**src/rtl/axis_detector_arbiter_if.sv**
```systemverilog
// rtl/axis_detector_arbiter_if.sv - stream bundle between detector readers, arbiter and packetizer
// Purpose: groups the per-channel detector event inputs and the merged AXI4-Stream output.
// Signals:
//   s_axis_tdata  - channel i event in bits [i*DATA_WIDTH +: DATA_WIDTH]
//   s_axis_tvalid - per-channel single-cycle event pulse (no tready)
//   m_axis_tdata  - merged event word
//   m_axis_tuser  - source channel of m_axis_tdata
//   m_axis_tvalid - merged output valid
//   m_axis_tready - downstream ready
// Modports: master = arbiter (drives m_axis_*), slave = readers/packetizer side.
interface axis_detector_arbiter_if #(
  parameter int NUM_CHANNELS = 4,
  parameter int DATA_WIDTH   = 128,
  parameter int CHAN_WIDTH   = 4
);
  logic [NUM_CHANNELS*DATA_WIDTH-1:0] s_axis_tdata;
  logic [NUM_CHANNELS-1:0]            s_axis_tvalid;
  logic [DATA_WIDTH-1:0]              m_axis_tdata;
  logic [CHAN_WIDTH-1:0]              m_axis_tuser;
  logic                               m_axis_tvalid;
  logic                               m_axis_tready;

  modport master (
    input  s_axis_tdata,
    input  s_axis_tvalid,
    input  m_axis_tready,
    output m_axis_tdata,
    output m_axis_tuser,
    output m_axis_tvalid
  );

  modport slave (
    output s_axis_tdata,
    output s_axis_tvalid,
    output m_axis_tready,
    input  m_axis_tdata,
    input  m_axis_tuser,
    input  m_axis_tvalid
  );
endinterface

```
**src/rtl/axis_detector_arbiter.sv**
```systemverilog
// rtl/axis_detector_arbiter.sv - merges detector reader events onto one channel-tagged AXI4-Stream
// Purpose: one holding buffer per channel, round-robin grant onto a registered output stage,
//          delivered/lost event counters.
// Ports:
//   aclk, areset     - clock, synchronous active-high reset
//   cfg_enable       - per-channel enable mask
//   cfg_clear        - pulse; zeroes sts_sent and sts_lost (wins over increments)
//   axis (master)    - per-channel event inputs and merged output stream
//   sts_sent         - delivered words, wrapping
//   sts_lost         - dropped events, saturating
// Option: AXIS_DETECTOR_ARBITER_FIXED_PRIORITY_EN selects fixed lowest-index-first priority
//         instead of round-robin.
module axis_detector_arbiter #(
  parameter int NUM_CHANNELS = 4,
  parameter int DATA_WIDTH   = 128,
  parameter int CHAN_WIDTH   = 4
) (
  input  logic                    aclk,
  input  logic                    areset,
  input  logic [NUM_CHANNELS-1:0] cfg_enable,
  input  logic                    cfg_clear,
  axis_detector_arbiter_if.master axis,
  output logic [31:0]             sts_sent,
  output logic [31:0]             sts_lost
);
  typedef enum logic {ST_EMPTY, ST_FULL} out_state_t;

  out_state_t              r_state;
  out_state_t              w_state_next;
  logic [NUM_CHANNELS-1:0] r_buf_valid;
  logic [DATA_WIDTH-1:0]   r_buf_data [NUM_CHANNELS];
  logic [DATA_WIDTH-1:0]   r_out_data;
  logic [CHAN_WIDTH-1:0]   r_out_chan;

  logic                    w_fire;
  logic                    w_grant;
  logic                    w_found;
  logic [CHAN_WIDTH-1:0]   w_grant_idx;
  logic [DATA_WIDTH-1:0]   w_grant_data;
  logic [NUM_CHANNELS-1:0] w_granted;
  logic [NUM_CHANNELS-1:0] w_event;
  logic [NUM_CHANNELS-1:0] w_capture;
  logic [NUM_CHANNELS-1:0] w_drop;
  logic [CHAN_WIDTH:0]     w_drop_cnt;
  logic [32:0]             w_lost_sum;

`ifndef AXIS_DETECTOR_ARBITER_FIXED_PRIORITY_EN
  logic [CHAN_WIDTH-1:0]   r_ptr;
`endif

  assign w_fire  = (r_state == ST_FULL) && axis.m_axis_tready;
  assign w_grant = ((r_state == ST_EMPTY) || axis.m_axis_tready) && w_found;

  // Rotating search: first pass only looks at indices at or above the pointer,
  // second pass picks the lowest valid index, which is the wrap-around case.
  always_comb begin
    w_found     = 1'b0;
    w_grant_idx = '0;
`ifndef AXIS_DETECTOR_ARBITER_FIXED_PRIORITY_EN
    for (int i = 0; i < NUM_CHANNELS; i++) begin
      if (!w_found && r_buf_valid[i] && (i >= int'(r_ptr))) begin
        w_found     = 1'b1;
        w_grant_idx = CHAN_WIDTH'(i);
      end
    end
`endif
    for (int i = 0; i < NUM_CHANNELS; i++) begin
      if (!w_found && r_buf_valid[i]) begin
        w_found     = 1'b1;
        w_grant_idx = CHAN_WIDTH'(i);
      end
    end
  end

  // A buffer being drained this cycle may accept a new event in the same cycle.
  always_comb begin
    w_grant_data = '0;
    w_drop_cnt   = '0;
    for (int i = 0; i < NUM_CHANNELS; i++) begin
      w_granted[i] = w_grant && (w_grant_idx == CHAN_WIDTH'(i));
      w_event[i]   = axis.s_axis_tvalid[i] && cfg_enable[i];
      w_capture[i] = w_event[i] && (!r_buf_valid[i] || w_granted[i]);
      w_drop[i]    = w_event[i] && r_buf_valid[i] && !w_granted[i];
      if (w_granted[i]) begin
        w_grant_data = r_buf_data[i];
      end
      w_drop_cnt = w_drop_cnt + (CHAN_WIDTH+1)'(w_drop[i]);
    end
    w_lost_sum = {1'b0, sts_lost} + 33'(w_drop_cnt);
  end

  always_ff @(posedge aclk) begin
    if (areset) begin
      r_buf_valid <= '0;
    end else begin
      for (int i = 0; i < NUM_CHANNELS; i++) begin
        if (w_capture[i]) begin
          r_buf_valid[i] <= 1'b1;
          r_buf_data[i]  <= axis.s_axis_tdata[i*DATA_WIDTH +: DATA_WIDTH];
        end else if (w_granted[i] || !cfg_enable[i]) begin
          r_buf_valid[i] <= 1'b0;
        end
      end
    end
  end

  // Output stage FSM
  always_ff @(posedge aclk) begin
    if (areset) begin
      r_state <= ST_EMPTY;
    end else begin
      r_state <= w_state_next;
    end
  end

  always_comb begin
    w_state_next = r_state;
    if (w_grant) begin
      w_state_next = ST_FULL;
    end else if (w_fire) begin
      w_state_next = ST_EMPTY;
    end
  end

  always_ff @(posedge aclk) begin
    if (areset) begin
      r_out_data <= '0;
      r_out_chan <= '0;
    end else if (w_grant) begin
      r_out_data <= w_grant_data;
      r_out_chan <= w_grant_idx;
    end
  end

`ifndef AXIS_DETECTOR_ARBITER_FIXED_PRIORITY_EN
  always_ff @(posedge aclk) begin
    if (areset) begin
      r_ptr <= '0;
    end else if (w_grant) begin
      r_ptr <= (w_grant_idx == CHAN_WIDTH'(NUM_CHANNELS-1)) ? '0 : w_grant_idx + CHAN_WIDTH'(1);
    end
  end
`endif

  always_ff @(posedge aclk) begin
    if (areset || cfg_clear) begin
      sts_sent <= '0;
      sts_lost <= '0;
    end else begin
      sts_sent <= sts_sent + {31'd0, w_fire};
      sts_lost <= w_lost_sum[32] ? '1 : w_lost_sum[31:0];
    end
  end

  assign axis.m_axis_tvalid = (r_state == ST_FULL);
  assign axis.m_axis_tdata  = r_out_data;
  assign axis.m_axis_tuser  = r_out_chan;
endmodule

```
**src/flat_wrapper.sv**
```systemverilog
// flat-port wrapper written by rule: the top's interface ports become plain ports
module axis_detector_arbiter_flat 
#(
  parameter int NUM_CHANNELS = 4,
  parameter int DATA_WIDTH   = 128,
  parameter int CHAN_WIDTH   = 4
)
  (aclk, areset, cfg_enable, cfg_clear, sts_sent, sts_lost, axis_s_axis_tdata, axis_s_axis_tvalid, axis_m_axis_tready, axis_m_axis_tdata, axis_m_axis_tuser, axis_m_axis_tvalid);
  axis_detector_arbiter_if #(.NUM_CHANNELS(NUM_CHANNELS), .DATA_WIDTH(DATA_WIDTH), .CHAN_WIDTH(CHAN_WIDTH)) axis_i ();
  input  logic aclk;
  input  logic areset;
  input  logic [NUM_CHANNELS-1:0] cfg_enable;
  input  logic cfg_clear;
  output logic [31:0] sts_sent;
  output logic [31:0] sts_lost;
  input wire logic [$bits(axis_i.s_axis_tdata)-1:0] axis_s_axis_tdata;
  input wire logic [$bits(axis_i.s_axis_tvalid)-1:0] axis_s_axis_tvalid;
  input wire logic [$bits(axis_i.m_axis_tready)-1:0] axis_m_axis_tready;
  output wire logic [$bits(axis_i.m_axis_tdata)-1:0] axis_m_axis_tdata;
  output wire logic [$bits(axis_i.m_axis_tuser)-1:0] axis_m_axis_tuser;
  output wire logic [$bits(axis_i.m_axis_tvalid)-1:0] axis_m_axis_tvalid;
  assign axis_i.s_axis_tdata = axis_s_axis_tdata;
  assign axis_i.s_axis_tvalid = axis_s_axis_tvalid;
  assign axis_i.m_axis_tready = axis_m_axis_tready;
  assign axis_m_axis_tdata = axis_i.m_axis_tdata;
  assign axis_m_axis_tuser = axis_i.m_axis_tuser;
  assign axis_m_axis_tvalid = axis_i.m_axis_tvalid;
  axis_detector_arbiter #(.NUM_CHANNELS(NUM_CHANNELS), .DATA_WIDTH(DATA_WIDTH), .CHAN_WIDTH(CHAN_WIDTH)) u_core (.aclk(aclk), .areset(areset), .cfg_enable(cfg_enable), .cfg_clear(cfg_clear), .axis(axis_i), .sts_sent(sts_sent), .sts_lost(sts_lost));
endmodule
```
**config.mk**
```make
export PLATFORM = sky130hd
export DESIGN_NAME = axis_detector_arbiter_flat
export DESIGN_NICKNAME = d
export VERILOG_FILES = /design/src/rtl/axis_detector_arbiter_if.sv /design/src/rtl/axis_detector_arbiter.sv /design/src/flat_wrapper.sv
export SDC_FILE = /design/constraint.sdc
export NUM_CORES = 1
export LEC_CHECK = 0
export ABC_AREA = 1
export CAP_MARGIN = 20
export CORE_AREA = 2 2 282 284
export CTS_BUF_LIST = sky130_fd_sc_hd__clkbuf_16
export DETAILED_ROUTE_END_ITERATION = 6
export DIE_AREA = 0 0 284 286
export PLACE_DENSITY = 0.7
export SETUP_SLACK_MARGIN = 0.3
export SYNTH_ARGS = -nofsm -noshare
export SYNTH_HDL_FRONTEND = slang
export SYNTH_SLANG_ARGS = --single-unit
```
**constraint.sdc**
```tcl
create_clock -name aclk -period 11.61 [get_ports aclk]
set_input_delay 2.322 -clock aclk [delete_from_list [all_inputs] [get_ports aclk]]
set_output_delay 2.322 -clock aclk [all_outputs]
set_load 0.005 [all_outputs]
```
Word level (Yosys, flattened, before mapping)
Memory sizes are Yosys's and may differ from the RTL's.
Cells that the tools add are included.

cells by class
  muxes and demuxes = 43
  $add $sub $neg = 6
  eq/ne operators = 3
  bitwise gates (word level) = 1
  reductions and logical operators = 68
  order comparisons = 4

operators by type and width
  cell                 count
  $mux 128             4
  $add 32x5->33        1
  $logic_and 1x1->1    33
  $add 32x1->32        1
  $mux 32              1
  $mux 1               31
  $mux 4               7
  $logic_not 1->1      19
  $add 5x1->5          2
  $logic_or 1x1->1     10
  $reduce_bool 2->1    5
  $eq 4x2->1 const B   2
  $ge 1x4->1 const A   2
  $ge 2x4->1 const A   2
  $add 4x1->4 const B  1
  $eq 4x1->1 const B   1
  $logic_not 4->1      1
  $add 1x1->2          1
  $not 1->1            1

storage, ports and cells
  logic and storage cells = 136
  memories = 1
  input port bits = 524
  bits in registers = 205
  bits in writable memories = 512
  output and inout port bits = 197

memory list
  memory             words  bits a word  read ports  clocked after Yosys merged registers in  wr ports  RTL line                     RTL
  u_core.r_buf_data  4      128          4           0                                        4         axis_detector_arbiter.sv:31  logic [DATA_WIDTH-1:0] r_buf_data [NUM_CHANNELS];

Depth between registers and ports, before layout
Gate-level depths: netlist of run 1.

  depth in word-level cells = 36
  mapped depth = 34
  depth with buffers taken out = 32

Worst setup path after synthesis of run 1
Ideal clock, no wire load.

  path kind = input port to flip-flop
  start point = input port axis_m_axis_tready
  end point = memory u_core.r_buf_data[2][0], enable pin
  setup time = 0.618 ns
  path slack = 2.415 ns
  data arrival time = 8.577 ns
  path buffers = 2
  stages = 10
  data required time = 10.992 ns
  cells stage by stage = inv_1 -> nand2_1 -> nand2_2 -> buf_8 -> nor2_8 -> clkinv_2 -> buf_2 -> nand2_1 -> nand2_1 -> nor2_1

RTL lines
  item             RTL line                     RTL
  start, declared  flat_wrapper.sv:18           input wire logic [$bits(axis_i.m_axis_tready)-1:0] axis_m_axis_tready;
  end, declared    axis_detector_arbiter.sv:31

Worst setup path after layout of run 1
  start point = input port axis_m_axis_tready
  end point = register u_core.sts_lost[23]

on the way
  cells in the longest elaborated chain, start to end = 10
  elaborated cells on any way between the ends = 19
  classes of those cells = add/sub: 4; mux: 1; reduce/logical: 14

RTL lines
  item                   RTL line                      RTL
  $logic_or 1x1->1 (*)   axis_detector_arbiter.sv:52   assign w_grant = ((r_state == ST_EMPTY) || axis.m_axis_tready) && w_found;
  $logic_and 1x1->1 (*)  axis_detector_arbiter.sv:52
  $logic_and 1x1->1      axis_detector_arbiter.sv:80   w_granted[i] = w_grant && (w_grant_idx == CHAN_WIDTH'(i));
  $logic_not 1->1        axis_detector_arbiter.sv:83   w_drop[i] = w_event[i] && r_buf_valid[i] && !w_granted[i];
  $logic_and 1x1->1      axis_detector_arbiter.sv:83
  $add 1x1->2            axis_detector_arbiter.sv:87   w_drop_cnt = w_drop_cnt + (CHAN_WIDTH+1)'(w_drop[i]);
  $add 5x1->5            axis_detector_arbiter.sv:87
  $add 5x1->5 (*)        axis_detector_arbiter.sv:87
  $add 32x5->33 (*)      axis_detector_arbiter.sv:89   w_lost_sum = {1'b0, sts_lost} + 33'(w_drop_cnt);
  $mux 32 (*)            axis_detector_arbiter.sv:151  sts_lost <= w_lost_sum[32] ? '1 : w_lost_sum[31:0];
  end signal, assigned   axis_detector_arbiter.sv:151
  end, declared          axis_detector_arbiter.sv:24   output logic [31:0] sts_lost

Every way passes the cells marked *; elsewhere a longest branch is shown, timed or not.
A chain may end at the register's enable or synchronous reset.

==> results of run 1 <==
[final cells by class]
class / instances / share of cell area (%)
clock buffer: 79 / 5.122
clock inverter: 65 / 1.089
antenna: 23 / 0.1491
sequential: 713 / 50.26
multi-input combinational: 1513 / 19.01
tap: 1050 / 3.404
timing repair buffer: 744 / 19.15
inverter: 183 / 1.819
[kinds of logic (layout without fill, tap and decap cells)]
| family | after synthesis | in the layout | share of synthesized area, % |
|---|---|---|---|
| AND/OR/NAND/NOR | 1140 | 1140 | 16.89 |
| AO/OA/AOI/OAI | 342 | 342 | 7.755 |
| other | 1 | 25 | 0.01326 |
| flip-flops | 713 | 713 | 68.59 |
| adder cells (fa/ha/maj) | 13 | 13 | 0.6282 |
| XOR/XNOR | 16 | 16 | 0.4955 |
| buffers and inverters | 322 | 1071 | 5.627 |
[stage by stage]
stage | hold WS (ns) | cells | power, µW
floorplan | 0.4547 | 2548 | 3568
global placement | 0.4533 | 4203 | 4131
detailed placement | 0.4576 | 4203 | 4141
CTS | 0.4664 | 4347 | 6473
global route | 0.4919 | 4366 | 6680
finish | 0.4705 | 4370 | 6422
[synth_stat cells (3+ instances only)]
cell      instances  area share (%)
inv_1           180             2.4
nor2_1          218             2.9
xor2_1           11            0.34
nor4_1            7            0.15
ha_1             11            0.49
nor3b_1           4            0.11
o21ai_0          44            0.78
clkbuf_1         59            0.78
o221ai_1        100             3.1
o21a_1            4            0.11
nand2_1         672             8.9
nand4_1          24            0.53
buf_6            37             1.5
a21oi_1         164             2.9
nor2_4            5            0.20
buf_4            17            0.45
edfxtp_1        512              54
or2_2            12            0.27
a31oi_1           4           0.088
a21oi_2           9            0.28
xnor2_1           5            0.15
nand2_2           4           0.088
dfxtp_1         201              14
nand3b_1          3           0.080
nor3_1           19            0.34
o211ai_1         14            0.37
buf_2            23            0.41
nand3_1         161             2.8
[layer usage]
metal  vias up  part of all wire (%)  GRT usage (%)  wire (µm)
li1      10190                     -              -          -
met1     10244                    40          28.38      37990
met2      1011                    48          38.17      46300
met3       197                   8.3          6.077       7921
met4        30                   3.5          8.658       3338
met5         -                  0.20              0        194
[power breakdown]
| part | internal [µW] | switching, µW | leakage, µW |
|---|---|---|---|
| sequential | 2890 | 76.4 | 0.00634 |
| clock | 1280 | 1060 | 0.00129 |
| combinational | 498 | 622 | 0.00683 |
| total | 4660 | 1760 | 0.0145 |
[flip-flops by register name (all words and copies together) (netlist names)]
signal / count
u_core.r_buf_data: 512
u_core.axis.m_axis_tdata: 128
u_core.sts_lost: 32
u_core.sts_sent: 32
u_core.r_buf_valid: 4
u_core.axis.m_axis_tuser: 2
u_core.r_ptr: 2
u_core.axis.m_axis_tvalid: 1
[worst max-delay path, cell delays in order]
cell and delay (ns):
clkdlybuf4s50_1 0.49, inv_1 0.04, nand2_1 0.27, nand2_2 0.37, buf_4 0.39, nor2_4 0.11
buf_4 0.64, inv_1 0.13, nand3_1 0.11, inv_1 0.04, ha_1 0.29, fa_1 0.41
ha_1 0.31, inv_1 0.06, fa_1 0.45, inv_1 0.09, nand2_2 0.06, a21oi_4 0.23
nand4_4 0.16, nor2_4 0.14, nand3_2 0.12, nor3_4 0.13, buf_4 0.26, inv_2 0.21
nand3_1 0.14, nand2_1 0.05, inv_1 0.05
[path summary, 6_finish.rpt]
| kind | startpoint | to | slack (ns) |
|---|---|---|---|
| setup / recovery | axis_m_axis_tready | u_core.sts_lost[23] | 4.06 |
| setup reg to reg | u_core.r_ptr[1] | u_core.sts_lost[23] | 4.51 |
| hold / removal | u_core.sts_sent[31] | u_core.sts_sent[31] | 0.47 |
| hold reg to reg | u_core.sts_sent[31] | u_core.sts_sent[31] | 0.47 |
==> impl_metrics.toml, run 1 <==
[run_status]
status = "finished clean"

[floorplanning]
die_y_um = 286
die_x_um = 284
ios = 721
start_util_pct = 36.10
die_area_um2 = 81220
fp-row-count = 103
core_um2 = 78360

[clock_network]
cts_made_buffers = 79
cts_resized = 0
cts_hold_buf = 0
clk_path_buf_depth = 3
clkTransAtPathRegs_ns = 0.06
worstSkewPairLatency_ns = 0.63
ctsRootBufferMaster = "clkbuf_16"
cts_setup_buffers = 0
h-tree-depth = 3
cts_sinks = 713
tritoncts = "yes"

[layout]
seqCellArea_um2 = 19400
drive_above_1_share_pct = 5.429
post-route-util_pct = 49.26
area.growth.synth_to_final_pct = 36.46
n_fill_cell = 7108
fin_nets = 3771
design_area_um2 = 38600
multi_input_area_um2 = 7337
final_common_cell = "clkdlybuf4s50_1"
final_cell_mix = "clkdlybuf4s50_1 (717), nand2_1 (671), edfxtp_1 (512)"

[global_route]
grt_overflow = 0
grt_start_max_net_pins = 129
grt_pass1_wl_um = 138100
antenna_found_initial = 38
grt_use_total_pct = 22.84
grt_pass1_vias = 21209

[setup_path]
r2r_cells = 30
crit_type = "primary input to register"
critPathLaunchType = "primary input"
critical_path_required_ns = 12.17
critPathCaptureType = "register"
crit_arrival_ns = 8.11
path_max_fanout = 64

[yosys]
syn_avg_cell_area_um2 = 11.10
synth_area_um2 = 28280
yosys_warnings = 0
synth_edf_count = 512
synthCells = 2547
ys_seq_area_share_pct = 68.59
synth_seq_cells = 713
synth_cell_types = 46
synth_top_flop_cell = "edfxtp_1"
synthArstFlopShare_pct = 0

[routing]
vias = 21672
drt_iter0_drc = 1616
avgViaCountPerCell = 4.959
drcViolationCount = 0
postRouteAntennaNets = 0
dr.pass1.iters = 5
drt-total-wl_um = 95740
wl_per_cell_um = 21.91

[sta]
worst_pin_slew_ns = 1.074
period_needed_ns = 7.547
final.setup.tns_ns = 0
worst_slack_ns = 4.063
drv_slew = 0
timing.final.crit_share_pct = 65.00
fmax_mhz = 132.5
fin_skew_ns = 0.02399
rsz0062_at_grt = "false"
slew-limit-headroom_pct = 28.38
setup_violations = 0
hold_viol = 0

[power]
p_leak_uw = 0.01446
ir_drop_v = 0.0001555
pwr_density_cell_nw_per_um2 = 166.4

[flow_run]
cap_violations = 0

[placed_design]
placed_cell_area_um2 = 36140
detailed_place_hpwl_um = 65510
gp_congestion = 0.8973
place_ws_ns = 3.416
numPortBuffers = 718

[worst_hold_path]
hold_class = "register to register"
min_path_cells = 2
(Power assumes the default switching activity.)
==> inputs of run 2 (changes only) <==
clock period = 7 ns   (was 11.61 ns; I/O delays follow)
==> impl_metrics.toml, run 2 (synthesis results as in run 1) <==
[routing]
avgViaCountPerCell = 5.014
dr.pass1.iters = 5
drcViolationCount = 0
vias = 21975
postRouteAntennaNets = 0
drt-total-wl_um = 97430
drt_iter0_drc = 1708
wl_per_cell_um = 22.23

[sta]
worst_pin_slew_ns = 1.006
setup_violations = 0
drv_slew = 0
fin_skew_ns = 0.06050
rsz0062_at_grt = "false"
timing.final.crit_share_pct = 83.15
hold_viol = 0
slew-limit-headroom_pct = 32.95
period_needed_ns = 5.820
holdWs_ns = 0.4730
fmax_mhz = 171.8
final.setup.tns_ns = 0

[setup_path]
r2r_cells = 30
critical_path_required_ns = 7.58
path_max_fanout = 17
crit_arrival_ns = 6.40
reg2reg_slack_ns = 1.35
critPathCaptureType = "register"
critPathLaunchType = "primary input"
reg2reg_from = "u_core.r_ptr[0]"
r2r_end = "u_core.sts_lost[25]"
crit_type = "primary input to register"

[layout]
final_cell_mix = "clkdlybuf4s50_1 (717), nand2_1 (671), edfxtp_1 (512)"
area.growth.synth_to_final_pct = 37.50
largest_reg_flops = 512
drive_above_1_share_pct = 5.838
final_common_cell = "clkdlybuf4s50_1"
fin_nets = 3775
top_register = "u_core.r_buf_data"

[power]
pwr-share-clk_pct = 37.5
ir_drop_v = 0.0002465
p_sw_share_pct = 27.34
pwr-share-seq_pct = 45.0
p_leak_uw = 0.01455
p_int_uw = 7937
pwr_density_cell_nw_per_um2 = 280.9
power.switching_uw = 2986
comb_power_share_pct = 17.5

[global_route]
grt_start_max_net_pins = 129
antenna_found_initial = 42
grt_use_total_pct = 23.34
grt_pass1_vias = 21593
grt_overflow = 0
grt_pass1_wl_um = 141200

[clock_network]
clk_path_buf_depth = 3
ctsRootBufferMaster = "clkbuf_16"
cts_sinks = 713
tritoncts = "yes"
cts_made_buffers = 80
worstSkewPairLatency_ns = 0.65
cts_hold_buf = 0
cts_resized = 0
cts_setup_buffers = 0
h-tree-depth = 3
clkTransAtPathRegs_ns = 0.06

[worst_hold_path]
min_to = "u_core.axis.m_axis_tdata[61]"
hp-start = "u_core.axis.m_axis_tdata[61]"
min_path_cells = 2
hold_class = "register to register"

[placed_design]
gp_congestion = 0.9461
numPortBuffers = 718
detailed_place_hpwl_um = 64800

[floorplanning]
ios = 721
core_um2 = 78360
fp-row-count = 103
die_x_um = 284
die_y_um = 286
start_util_pct = 36.10
die_area_um2 = 81220

[run_status]
status = "finished clean"

[flow_run]
cap_violations = 0
==> run 2: cell types whose count changed in the layout (fill, tap and decap cells not counted), moves of 4 or more <==
cell,delta
buf_12,+6
inv_1,-10
clkinv_1,+5
clkinv_2,+6
diode_2,+4
==> run 2: cell type report <==
cell class / instances / area, µm²
sequential: 713 / 19400
clock inverter: 68 / 530.5
antenna: 27 / 67.56
tap: 1050 / 1314
multi-input combinational: 1513 / 7337
timing repair buffer: 747 / 7487
clock buffer: 82 / 2052
inverter: 183 / 701.9
fill: 7060 / 39470
==> run 2: how the worst max path moves through the flow <==
stage	cells after the start	slack [ns]	startpoint	to
CTS	25	1.23	axis_m_axis_tready	u_core.sts_lost[28]
floorplan	9	0.91	axis_m_axis_tready	u_core.r_buf_data[3][0]
global placement	25	0.58	axis_m_axis_tready	u_core.sts_lost[23]
finish	25	1.18	axis_m_axis_tready	u_core.sts_lost[25]
global route	25	0.87	axis_m_axis_tready	u_core.sts_lost[26]
detailed placement	25	0.59	axis_m_axis_tready	u_core.sts_lost[25]
==> run 2: through the flow <==
stage	cells	cell area [µm²]	total power (µW)	worst slack, ns	util (%)
final	4383	38890	10920	1.180	49.63
after global routing	4379	38880	11360	0.8713	49.62
after CTS	4356	38820	11010	1.228	49.54
after detailed placement	4206	36240	6917	0.5873	46.25
after global placement	4206	36240	6889	0.5823	46.25
after floorplan	2548	28300	5910	0.9065	-
==> run 2: worst max-delay path, stage by stage <==
cell and delay, ns:
clkdlybuf4s50_1 0.49, inv_1 0.05, nand2_1 0.06, buf_4 0.19, nand2_2 0.29, nor2_4 0.22, inv_1 0.08, nand3_1 0.07
inv_1 0.04, ha_1 0.30, fa_1 0.40, ha_1 0.31, inv_1 0.06, fa_1 0.44, inv_1 0.09, nand2_2 0.06
a21oi_4 0.22, nand4_4 0.14, nor2_4 0.14, nand3_2 0.12, nor3_4 0.55, inv_2 0.36, nand3b_1 0.18, nand2_1 0.06
inv_1 0.05
==> run 2: per-layer routing <==
layer / share of wire, % / vias up / track usage, % / wire [µm]
li1: - / 10210 / - / -
met1: 39 / 10494 / 28.66 / 37860
met2: 49 / 1034 / 39.36 / 47960
met3: 8.4 / 209 / 5.789 / 8215
met4: 3.3 / 28 / 9.645 / 3204
met5: 0.19 / - / 0 / 185
==> run 2: power by group through the flow <==
stage	Clock (µW)	Combinational [µW]	Sequential (µW)
after floorplan	0	911	5000
after global placement	0	1890	5000
after detailed placement	0	1920	5000
after CTS	4160	1930	4920
after global routing	4340	2070	4940
final	4090	1910	4920
==> inputs of run 3 (changes only) <==
clock period = 5.7 ns   (was 7 ns; I/O delays follow)
==> impl_metrics.toml, run 3 (synthesis results as in run 1) <==
[run_status]
status = "finished clean"

[layout]
top_register = "u_core.r_buf_data"
final_cell_mix = "clkdlybuf4s50_1 (717), nand2_1 (671), edfxtp_1 (512)"
multi_input_area_um2 = 7342
fin_nets = 3783
final_cells = 4391
largest_reg_flops = 512
final_common_cell = "clkdlybuf4s50_1"
n_fill_cell = 7022
seqCellArea_um2 = 19400
area.growth.synth_to_final_pct = 37.97
drive_above_1_share_pct = 6.039

[setup_path]
cpMostUsedCell = "inv_1"
critical_path_required_ns = 6.27
r2r_end = "u_core.sts_lost[25]"
critical_path.max_stage_delay_ns = 0.44
path_max_fanout = 15
slowest_stage = "fa_1"
reg2reg_slack_ns = 0.76
crit_type = "register to register"
r2r_cells = 30
reg2reg_from = "u_core.r_buf_valid[1]"
crit_start = "u_core.r_buf_valid[1]"
critPathCaptureType = "register"
crit_arrival_ns = 5.51
critPathLaunchType = "register"

[placed_design]
dp.cells = 4214
numPortBuffers = 718
gp_congestion = 0.9073
detailed_place_hpwl_um = 65420

[clock_network]
h-tree-depth = 3
cts_sinks = 713
tritoncts = "yes"
clk_path_buf_depth = 3
clkTransAtPathRegs_ns = 0.06
worstSkewPairLatency_ns = 0.65
ctsRootBufferMaster = "clkbuf_16"
cts_made_buffers = 79

[routing]
avgViaCountPerCell = 4.994
postRouteAntennaNets = 0
drt_iter0_drc = 1682
wl_per_cell_um = 22.23
drcViolationCount = 0
vias = 21927
drt-total-wl_um = 97590
dr.pass1.iters = 6

[power]
power.switching_uw = 3657
ir_drop_v = 0.0002647
p_int_uw = 9819
p_sw_share_pct = 27.14
pwr-share-clk_pct = 37.7
p_leak_uw = 0.01461
comb_power_share_pct = 17.5
pwr-share-seq_pct = 44.8
pwr_density_cell_nw_per_um2 = 345.3

[floorplanning]
die_y_um = 286
fp-row-count = 103
ios = 721
die_area_um2 = 81220
start_util_pct = 36.10
die_x_um = 284
core_um2 = 78360

[global_route]
grt_pass1_vias = 21485
grt_start_max_net_pins = 72
grt_use_total_pct = 23.28
antenna_found_initial = 41
grt_overflow = 0
grt_pass1_wl_um = 141300

[sta]
slew-limit-headroom_pct = 32.41
period_needed_ns = 4.943
fmax_mhz = 202.3
fin_skew_ns = 0.03865
timing.final.crit_share_pct = 86.72
hold_viol = 0
setup_violations = 0
drv_slew = 0
rsz0062_at_grt = "false"
final.setup.tns_ns = 0
worst_pin_slew_ns = 1.014

[worst_hold_path]
hold_class = "register to register"
min_path_cells = 2
hp-start = "u_core.axis.m_axis_tdata[61]"
min_to = "u_core.axis.m_axis_tdata[61]"

[flow_run]
cap_violations = 0
## run 3: cell count changes in the layout (fill, tap and decap cells not counted), moves of 2 or more
cell / previous run / this run
bufinv_16: 4 / 6
clkinv_2: 17 / 12
buf_12: 7 / 9
inv_1: 200 / 203
clkinv_1: 16 / 12
diode_2: 27 / 29
buf_4: 22 / 29
## run 3: worst max-delay path by stage
| stage | endpoint | slack, ns | depth (start not counted) |
|---|---|---|---|
| after global placement | u_core.sts_lost[25] | 0.31 | 24 |
| final | u_core.sts_lost[25] | 0.76 | 30 |
| after detailed placement | u_core.sts_lost[23] | 0.25 | 24 |
| after CTS | u_core.sts_lost[23] | 0.56 | 31 |
| after global routing | u_core.sts_lost[27] | 0.34 | 31 |
| after floorplan | u_core.sts_lost[12] | 0.87 | 25 |
## run 3: final cells by class
class	count	area share, %
Timing Repair Buffer	756	19.42
Inverter	183	1.799
Sequential cell	713	49.71
Antenna cell	29	0.1860
Tap cell	1050	3.367
Clock buffer	81	5.194
Clock inverter	66	1.507
Multi-Input combinational cell	1513	18.81
## run 3: stage by stage
step | cell area (µm²) | worst slack [ns] | utilization (%) | hold WS [ns] | power, µW
2_1_floorplan | 28320 | 0.8742 | - | 0.4547 | 7252
3_3_place_gp | 36330 | 0.3150 | 46.36 | 0.4590 | 8472
4_1_cts | 38940 | 0.5635 | 49.70 | 0.4664 | 13580
5_1_grt | 39010 | 0.3449 | 49.79 | 0.4956 | 13990
6_report | 39020 | 0.7568 | 49.80 | 0.4687 | 13480
3_5_place_dp | 36330 | 0.2547 | 46.36 | 0.4575 | 8505
## run 3: per-layer routing
| metal | part of all wire (%) | global-route usage [%] | up-vias |
|---|---|---|---|
| met5 | 0.16 | 0 | - |
| met4 | 3.6 | 9.197 | 24 |
| met3 | 9.1 | 6.619 | 205 |
| met2 | 49 | 39.07 | 1069 |
| met1 | 39 | 28.36 | 10399 |
| li1 | - | - | 10230 |
## run 3: timing repair
action / CTS / global route
setup endpoints to repair: 0 / 24
hold buffers: 0 / 0
setup buffers: 0 / 1
gates resized for setup: 0 / 1
## run 3: critical path: cells and delay by family (launching register included)
| family | cells | cell delay (ns) |
|---|---|---|
| fa+ha+maj | 5 | 1.69 |
| simple gates | 13 | 1.42 |
| buf+inv | 9 | 0.81 |
| compound gates | 3 | 0.50 |
| flops | 1 | 0.43 |
## run 3: power groups by stage
stage	Combinational [µW]	Sequential (µW)	Clock [µW]
CTS	2380	6040	5160
floorplan	1120	6130	0
detailed placement	2360	6140	0
global placement	2340	6140	0
global route	2560	6060	5360
finish	2360	6040	5080
